## src/rtl/mips_pkg.sv

```systemverilog
// Shared register-file constants and types for the MIPS datapath.
// Used by mips_regfile and rf_read_port.
package mips_pkg;

    localparam int unsigned REG_ADDR_W = 5;
    localparam int unsigned NUM_REGS   = 32;
    localparam logic [REG_ADDR_W-1:0] ZERO_REG = 5'd0;

    typedef logic [REG_ADDR_W-1:0] reg_addr_t;

endpackage

```

## src/rtl/rf_read_port.sv

```systemverilog
// One combinational register-file read port: index select, $0 zero-force and,
// when RF_BYPASS_EN is defined, a write-first bypass from the write port.
module rf_read_port
    import mips_pkg::*;
#(
    parameter int unsigned DATA_W = 32,
    parameter int unsigned ADDR_W = REG_ADDR_W
) (
    input  logic [ADDR_W-1:0]                rd_addr_i,
    input  logic [(2**ADDR_W)-1:0][DATA_W-1:0] regs_i,
    input  logic                             rst_ni,
    input  logic                             wr_en_i,
    input  logic [ADDR_W-1:0]                wr_addr_i,
    input  logic [DATA_W-1:0]                wr_data_i,
    output logic [DATA_W-1:0]                rd_data_o
);

    logic addr_is_zero;
    logic [DATA_W-1:0] stored_data;

    assign addr_is_zero = (rd_addr_i == ADDR_W'(ZERO_REG));
    assign stored_data  = regs_i[rd_addr_i];

`ifdef RF_BYPASS_EN
    logic bypass_hit;

    // Only a write that will actually commit on this edge may be forwarded.
    assign bypass_hit = rst_ni && wr_en_i && !addr_is_zero && (wr_addr_i == rd_addr_i);

    always_comb begin
        rd_data_o = stored_data;
        if (addr_is_zero) begin
            rd_data_o = '0;
        end else if (bypass_hit) begin
            rd_data_o = wr_data_i;
        end
    end
`else
    logic unused_bypass_inputs;

    assign unused_bypass_inputs = ^{rst_ni, wr_en_i, wr_addr_i, wr_data_i};

    always_comb begin
        rd_data_o = stored_data;
        if (addr_is_zero) begin
            rd_data_o = '0;
        end
    end
`endif

endmodule

```

## src/rtl/mips_regfile.sv

```systemverilog
// MIPS 32-entry register file: two read ports, one write port, debug read, write counter.
// Optional write-first read bypass selected by the RF_BYPASS_EN macro.
module mips_regfile
    import mips_pkg::*;
#(
    parameter int unsigned DATA_W = 32,
    parameter int unsigned ADDR_W = REG_ADDR_W,
    parameter int unsigned CNT_W  = 32
) (
    input  logic              clk,
    input  logic              rst_n,
    input  logic              wr_en,
    input  logic [ADDR_W-1:0] wr_addr,
    input  logic [DATA_W-1:0] wr_data,
    input  logic [ADDR_W-1:0] rd_addr1,
    input  logic [ADDR_W-1:0] rd_addr2,
    output logic [DATA_W-1:0] rd_data1,
    output logic [DATA_W-1:0] rd_data2,
    input  logic [ADDR_W-1:0] dbg_addr,
    output logic [DATA_W-1:0] dbg_data,
    output logic [CNT_W-1:0]  wr_count
);

    localparam int unsigned NumRegs = (ADDR_W == REG_ADDR_W) ? NUM_REGS : (1 << ADDR_W);

    logic [NumRegs-1:0][DATA_W-1:0] regs_q, regs_d;
    logic [CNT_W-1:0]               wr_count_q, wr_count_d;
    logic                           wr_commit;

    // wr_en gates first so X on addr/data while idle never reaches the array.
    assign wr_commit = wr_en && (wr_addr != '0);

    always_comb begin
        regs_d     = regs_q;
        wr_count_d = wr_count_q;
        if (wr_commit) begin
            regs_d[wr_addr] = wr_data;
            wr_count_d      = wr_count_q + 1'b1;
        end
    end

    always_ff @(posedge clk) begin
        if (!rst_n) begin
            regs_q     <= '0;
            wr_count_q <= '0;
        end else begin
            regs_q     <= regs_d;
            wr_count_q <= wr_count_d;
        end
    end

    assign wr_count = wr_count_q;

    rf_read_port #(
        .DATA_W (DATA_W),
        .ADDR_W (ADDR_W)
    ) u_read_port1 (
        .rd_addr_i (rd_addr1),
        .regs_i    (regs_q),
        .rst_ni    (rst_n),
        .wr_en_i   (wr_en),
        .wr_addr_i (wr_addr),
        .wr_data_i (wr_data),
        .rd_data_o (rd_data1)
    );

    rf_read_port #(
        .DATA_W (DATA_W),
        .ADDR_W (ADDR_W)
    ) u_read_port2 (
        .rd_addr_i (rd_addr2),
        .regs_i    (regs_q),
        .rst_ni    (rst_n),
        .wr_en_i   (wr_en),
        .wr_addr_i (wr_addr),
        .wr_data_i (wr_data),
        .rd_data_o (rd_data2)
    );

    // Debug view always shows committed state.
    assign dbg_data = (dbg_addr == '0) ? '0 : regs_q[dbg_addr];

endmodule

```

## config.mk

```make
export PLATFORM = sky130hd
export DESIGN_NAME = mips_regfile
export DESIGN_NICKNAME = d
export VERILOG_FILES = /design/src/rtl/mips_pkg.sv /design/src/rtl/rf_read_port.sv /design/src/rtl/mips_regfile.sv
export SDC_FILE = /design/constraint.sdc
export NUM_CORES = 2
export LEC_CHECK = 0
export ABC_AREA = 1
export ABC_CLOCK_PERIOD_IN_PS = 1800
export BUFFER_PORTS_ARGS = -buffer_cell sky130_fd_sc_hd__buf_2
export CORE_ASPECT_RATIO = 1.4
export CORE_MARGIN = 2
export CORE_UTILIZATION = 30
export CTS_CLUSTER_DIAMETER = 50
export DETAILED_ROUTE_END_ITERATION = 16
export PLACE_DENSITY_LB_ADDON = 0.25
export SLEW_MARGIN = 10
export SYNTH_ARGS = -nofsm -noshare
export SYNTH_HDL_FRONTEND = slang
export SYNTH_SLANG_ARGS = --single-unit
export TNS_END_PERCENT = 10
```

## constraint.sdc

```tcl
create_clock -name clk -period 1.8 [get_ports clk]
set_input_delay 0.18 -clock clk [delete_from_list [all_inputs] [get_ports clk]]
set_output_delay 0.18 -clock clk [all_outputs]
set_load 0.01 [all_outputs]
```

# [Word level (Yosys, flattened, before mapping)]
# Index checks and enable logic that the tools add are counted.
[word_totals] register_bits=1056 inputBits=55
[classes] n_addsub=1 order_cmp=5 muxes=12 reduce_logical=6
[ops] operator="bitwise mux 1024 bit" n=1
[ops] operator="binary-select mux 32 bit (select 5 bit)" n=3
[ops] operator="2-to-1 mux 32 bit" n=7
[ops] operator="demux 32 bit (select 5 bit)" n=1
[ops] operator="adder 32 x 1 -> 32 bit (second input constant)" n=1
[ops] operator="less-than comparator 5 x 6 -> 1 bit (second input constant)" n=4
[ops] operator="logical NOT 5 bit" n=3
[ops] operator="greater-or-equal comparator 5 x 1 -> 1 bit (second input constant)" n=1
[ops] operator="nonzero test 5 bit" n=1
[ops] operator="logical AND 1 bit" n=2

# [Logic depth before layout (Yosys ltp)]
[logic_depth] word_depth=5 ltp_mapped=13

# [Modules after synthesis]
# From an unflattened synthesis, not the netlist that was laid out.
[unflattened] hier_cells=12191 hier_area_um2=68623.3
[by_module_without_submodules] module="mips_regfile" n_inst=1 cells_per_inst=7263 area_per_inst_um2=47147.7 seq_area_each_um2=21140.3
[by_module_without_submodules] module="rf_read_port" n_inst=2 cells_per_inst=2464 area_per_inst_um2=10737.8 seq_area_each_um2=0.0

# [Worst setup path after synthesis]
# No wires, ideal clock.
[synth_timing] path_type="register to register" from="register wr_count_q[1] (netlist: wr_count[1])" to="register wr_count_q[22] (netlist: wr_count[22])" setup_ns=0.128 arrival_ns=1.634 t_required_ns=1.672 slack_ns=0.038 path_stages_with_launch=9 path_buffers=0 period_less_slack_ns=1.762 path_cell_list="dfxtp_1 -> ha_1 -> nand2_1 -> nor2_1 -> nand2_1 -> nor3_1 -> nand3_1 -> nand2_1 -> nor2_1"
[synth_via] elab_chain_cells=1
[synth_lines] element="start, declared" line_no="mips_regfile.sv:27" text="logic [CNT_W-1:0] wr_count_q, wr_count_d;"
[synth_lines] element="start signal, assigned" line_no="mips_regfile.sv:48" text="wr_count_q <= wr_count_d;"
[synth_lines] element="adder 32 x 1 -> 32 bit" line_no="mips_regfile.sv:38" text="wr_count_d = wr_count_q + 1'b1;"
# Every way passes these cells.
# A chain may end at the register's enable or synchronous reset.

# [Final worst setup path]
[layout_timing] from="register regs_q[151] (netlist name)" to="output port dbg_data[23]"
[layout_via] elab_chain_cells=3
[layout_lines] element="start, declared" line_no="mips_regfile.sv:26" text="logic [NumRegs-1:0][DATA_W-1:0] regs_q, regs_d;"
[layout_lines] element="start signal, assigned" line_no="mips_regfile.sv:47" text="regs_q <= regs_d;"
[layout_lines] element="binary-select mux 32 bit (select 5 bit)" line_no="mips_regfile.sv:81" text="assign dbg_data = (dbg_addr == '0) ? '0 : regs_q[dbg_addr];"
[layout_lines] element="2-to-1 mux 32 bit (not written as such)" line_no="mips_regfile.sv:81"
[layout_lines] element="2-to-1 mux 32 bit" line_no="mips_regfile.sv:81"
[layout_lines] element="end, declared" line_no="mips_regfile.sv:20" text="output logic [DATA_W-1:0] dbg_data,"
# Every way passes these cells. The select of a mux whose other input is x is not followed.

==> results.py <==
metrics = {
    "power_and_ir_drop": {
        "p_leak_nw": 34.2,
        "peakVddDrop_mv": 0.746,
        "p_int_mw": 46.2,
        "p_seq_share_pct": 36.0,
        "power.switching_mw": 20.5,
        "pwr_density_cell_nw_per_um2": 797,
        "p_clk_share_pct": 46.7,
        "p_sw_share_pct": 30.7,
        "combPwrFrac_pct": 17.4,
    },
    "synth": {
        "ys_warn_count": 0,
        "postSynth.asyncResetShare_pct": 0,
        "synth_edf_count": 0,
        "yosysUniqueCellTypes": 29,
        "syn_inst": 11030,
        "synth-seq-cells": 1056,
        "postSynthAreaPerCell_sq_um": 5.88,
        "ys_seq_area_share_pct": 32.6,
        "synth_area_sq_um": 64800,
        "ys.flop_type": "dfxtp_1",
        "syn_nets": 11086,
    },
    "worst_setup_path": {
        "critPathRequiredTime_ns": 1.62,
        "path_max_fanout": 3,
        "critPathKind": "flop to output port",
        "endpoint_kind": "output port",
        "cp.arrival_ns": 2.30,
        "startpoint_type": "flop",
    },
    "global_route": {
        "grt_pass1_vias": 75663,
        "grt_max_degree": 113,
        "overflow": 0,
        "antenna_found_initial": 16,
        "gr-usage-all-layers_pct": 30.5,
        "grt_first_pass_wirelength_mm": 510,
    },
    "cts": {
        "clk_pin_slew_ns": 0.06,
        "clock_path_buffers": 4,
        "root_buffer": "clkbuf_16",
        "clock-sinks": 1056,
        "cts_tree": "yes",
        "cts_buffers": 151,
        "htreeDepth": 4,
        "insertion_delay_ns": 0.82,
    },
    "drt": {
        "drc": 0,
        "routed_wl_mm": 349,
        "first_pass_iters": 7,
        "ant_nets": 0,
        "drt_iter0_drc": 11197,
        "wire_per_inst_microns": 24.6,
        "via_count": 81587,
        "routed_via_density": 5.75,
    },
    "sta": {
        "min_period_over_period_pct": 138,
        "hold_ws_ns": 0.0468,
        "final.setup_skew_ns": 0.0125,
        "timing.final.max_slew_violations": 0,
        "min_period_ns": 2.48,
        "slew_headroom_pct": 56.3,
        "rsz0062_at_grt": "true",
        "fmax_mhz": 404,
        "worst_pin_slew_ns": 0.656,
        "worst_slack_ns": -0.676,
        "setup_viol": 96,
        "finalHoldViolCount": 0,
    },
    "placed_design": {
        "io_buffers": 182,
        "place_area_sq_um": 76400,
        "hpwlAfterDp_mm": 232,
        "gp_congestion": 0.971,
        "place_ws_ns": -0.809,
    },
    "floorplan": {
        "core-area_sq_um": 215000,
        "rows": 201,
        "die_h_microns": 554,
        "start_util_pct": 30.2,
        "pin_count": 183,
        "die_w_microns": 397,
        "die_area_sq_um": 220000,
    },
    "finish": {
        "drive_gt1_share_pct": 19.8,
        "syn_to_final_growth_pct": 29.1,
        "layout_common_cells": "nand2_1 (3317), nand3_1 (1653), o21ai_0 (1359)",
        "stdcell_area_sq_um": 83700,
        "final_common_cell": "nand2_1",
        "n_fill_cell": 22513,
        "nets": 11296,
    },
    "worst_hold_path": {
        "hold_path_class": "primary input to flop",
    },
    "flow_run": {
        "drv_cap": 0,
    },
    "status": {
        "status": "complete, but fails checks",
        "violations": "negative setup slack",
    },
}
[per-layer routing]
metal / part of all wire [%] / global-route usage (%) / wire length, microns / up-vias
met4: 6.8 / 18.5 / 23800 / 18
met1: 39 / 39.2 / 137000 / 37887
met3: 11 / 6.09 / 37300 / 1197
met5: 0.038 / 0 / 133 / -
met2: 43 / 46.8 / 151000 / 5237
li1: - / - / - / 37248
[through the flow]
step	TNS (ns)	total power, mW	util (%)	cells
6_report	-46.01	66.7	39.0	14192
3_5_place_dp	-23.84	35.3	35.6	13897
2_1_floorplan	0	29.6	-	11030
3_3_place_gp	-23.86	35.2	35.6	13897
5_1_grt	-55.49	68.5	39.0	14191
4_1_cts	-49.02	66.6	38.6	14188
[worst max-delay path: stages (launching register included)]
cell	delay [ns]
dfxtp_2	0.34
inv_1	0.07
nand2_1	0.06
o211ai_1	0.07
nand3_1	0.09
nand2_1	0.06
nor2_2	0.14
nor2_2	0.07
nor2_4	0.32
buf_6	0.15
buf_6	0.09
[power by group through the flow]
stage                     registers, mW  clock network, mW  logic [mW]
after floorplan                    24.4                  0        5.28
after global placement             24.5                  0        10.8
after detailed placement           24.5                  0        10.8
after CTS                          24.0               31.4        11.2
after global routing               24.0               32.4        12.2
final                              24.0               31.1        11.6
[synth_stat cells (9+ instances only)]
library cell	instances	area, sq um
nand2_1	3362	12600
a21oi_1	1181	5910
o21ai_0	1396	6990
nand3_1	1683	8420
buf_1	118	443
nor2_1	866	3250
dfxtp_1	1056	21100
and3_1	10	62.6
buf_2	169	846
a211oi_1	32	240
inv_1	223	837
clkbuf_1	761	2860
o211ai_1	103	773
nor3_1	9	45.0
nor2_2	12	75.1
[layout make-up]
cell class,count,area (sq um),area share [%]
inverters,235,943,1.13
well taps,2842,3560,4.25
multi-input cells,8691,39700,47.5
repair buffers,1105,12500,14.9
flip-flops and latches,1056,22000,26.3
diodes,3,7.51,0.00897
clock buffers,189,4120,4.92
clock inverters,71,900,1.07
[path summary, 6_finish.rpt]
path	slack, ns	depth (start not counted)	end	from
hold / removal	0.05	6	wr_count[5]$_SDFFE_PN0P_	wr_addr[3]
setup reg to reg	0.20	7	wr_count[25]$_SDFFE_PN0P_	wr_count[14]$_SDFFE_PN0P_
hold reg to reg	0.44	2	regs_q[10]$_SDFFE_PN0P_	regs_q[10]$_SDFFE_PN0P_
setup / recovery	-0.68	10	dbg_data[23]	regs_q[151]$_SDFFE_PN0P_
[registers in the layout (all words and copies together), names as in the netlist]
| name | flops |
|---|---|
| wr_count | 32 |
| regs_q | 1024 |
[cell families (layout without fill, tap and decap cells)]
group / after synthesis / in the layout / share of synthesized area, %
DFF: 1056 / 1056 / 32.6
buffers and inverters: 1283 / 1600 / 7.75
AOI/OAI and AO/OA: 2722 / 2722 / 21.5
xor gates and xnor gates: 7 / 7 / 0.0946
adders and majority gates: 1 / 1 / 0.0193
and+or+nand+nor: 5961 / 5961 / 38.0
other: 0 / 3 / 0
[what timing repair did]
action / CTS / global route
hold endpoints to repair: 871 / 0
buffers inserted: 5 / 3
hold buffers: 35 / 0
endpoints found under the setup margin: 99 / 112
gates resized for setup: 600 / 431
pin swaps: 63 / 88
Note: power is estimated with default switching activity, not from simulation.
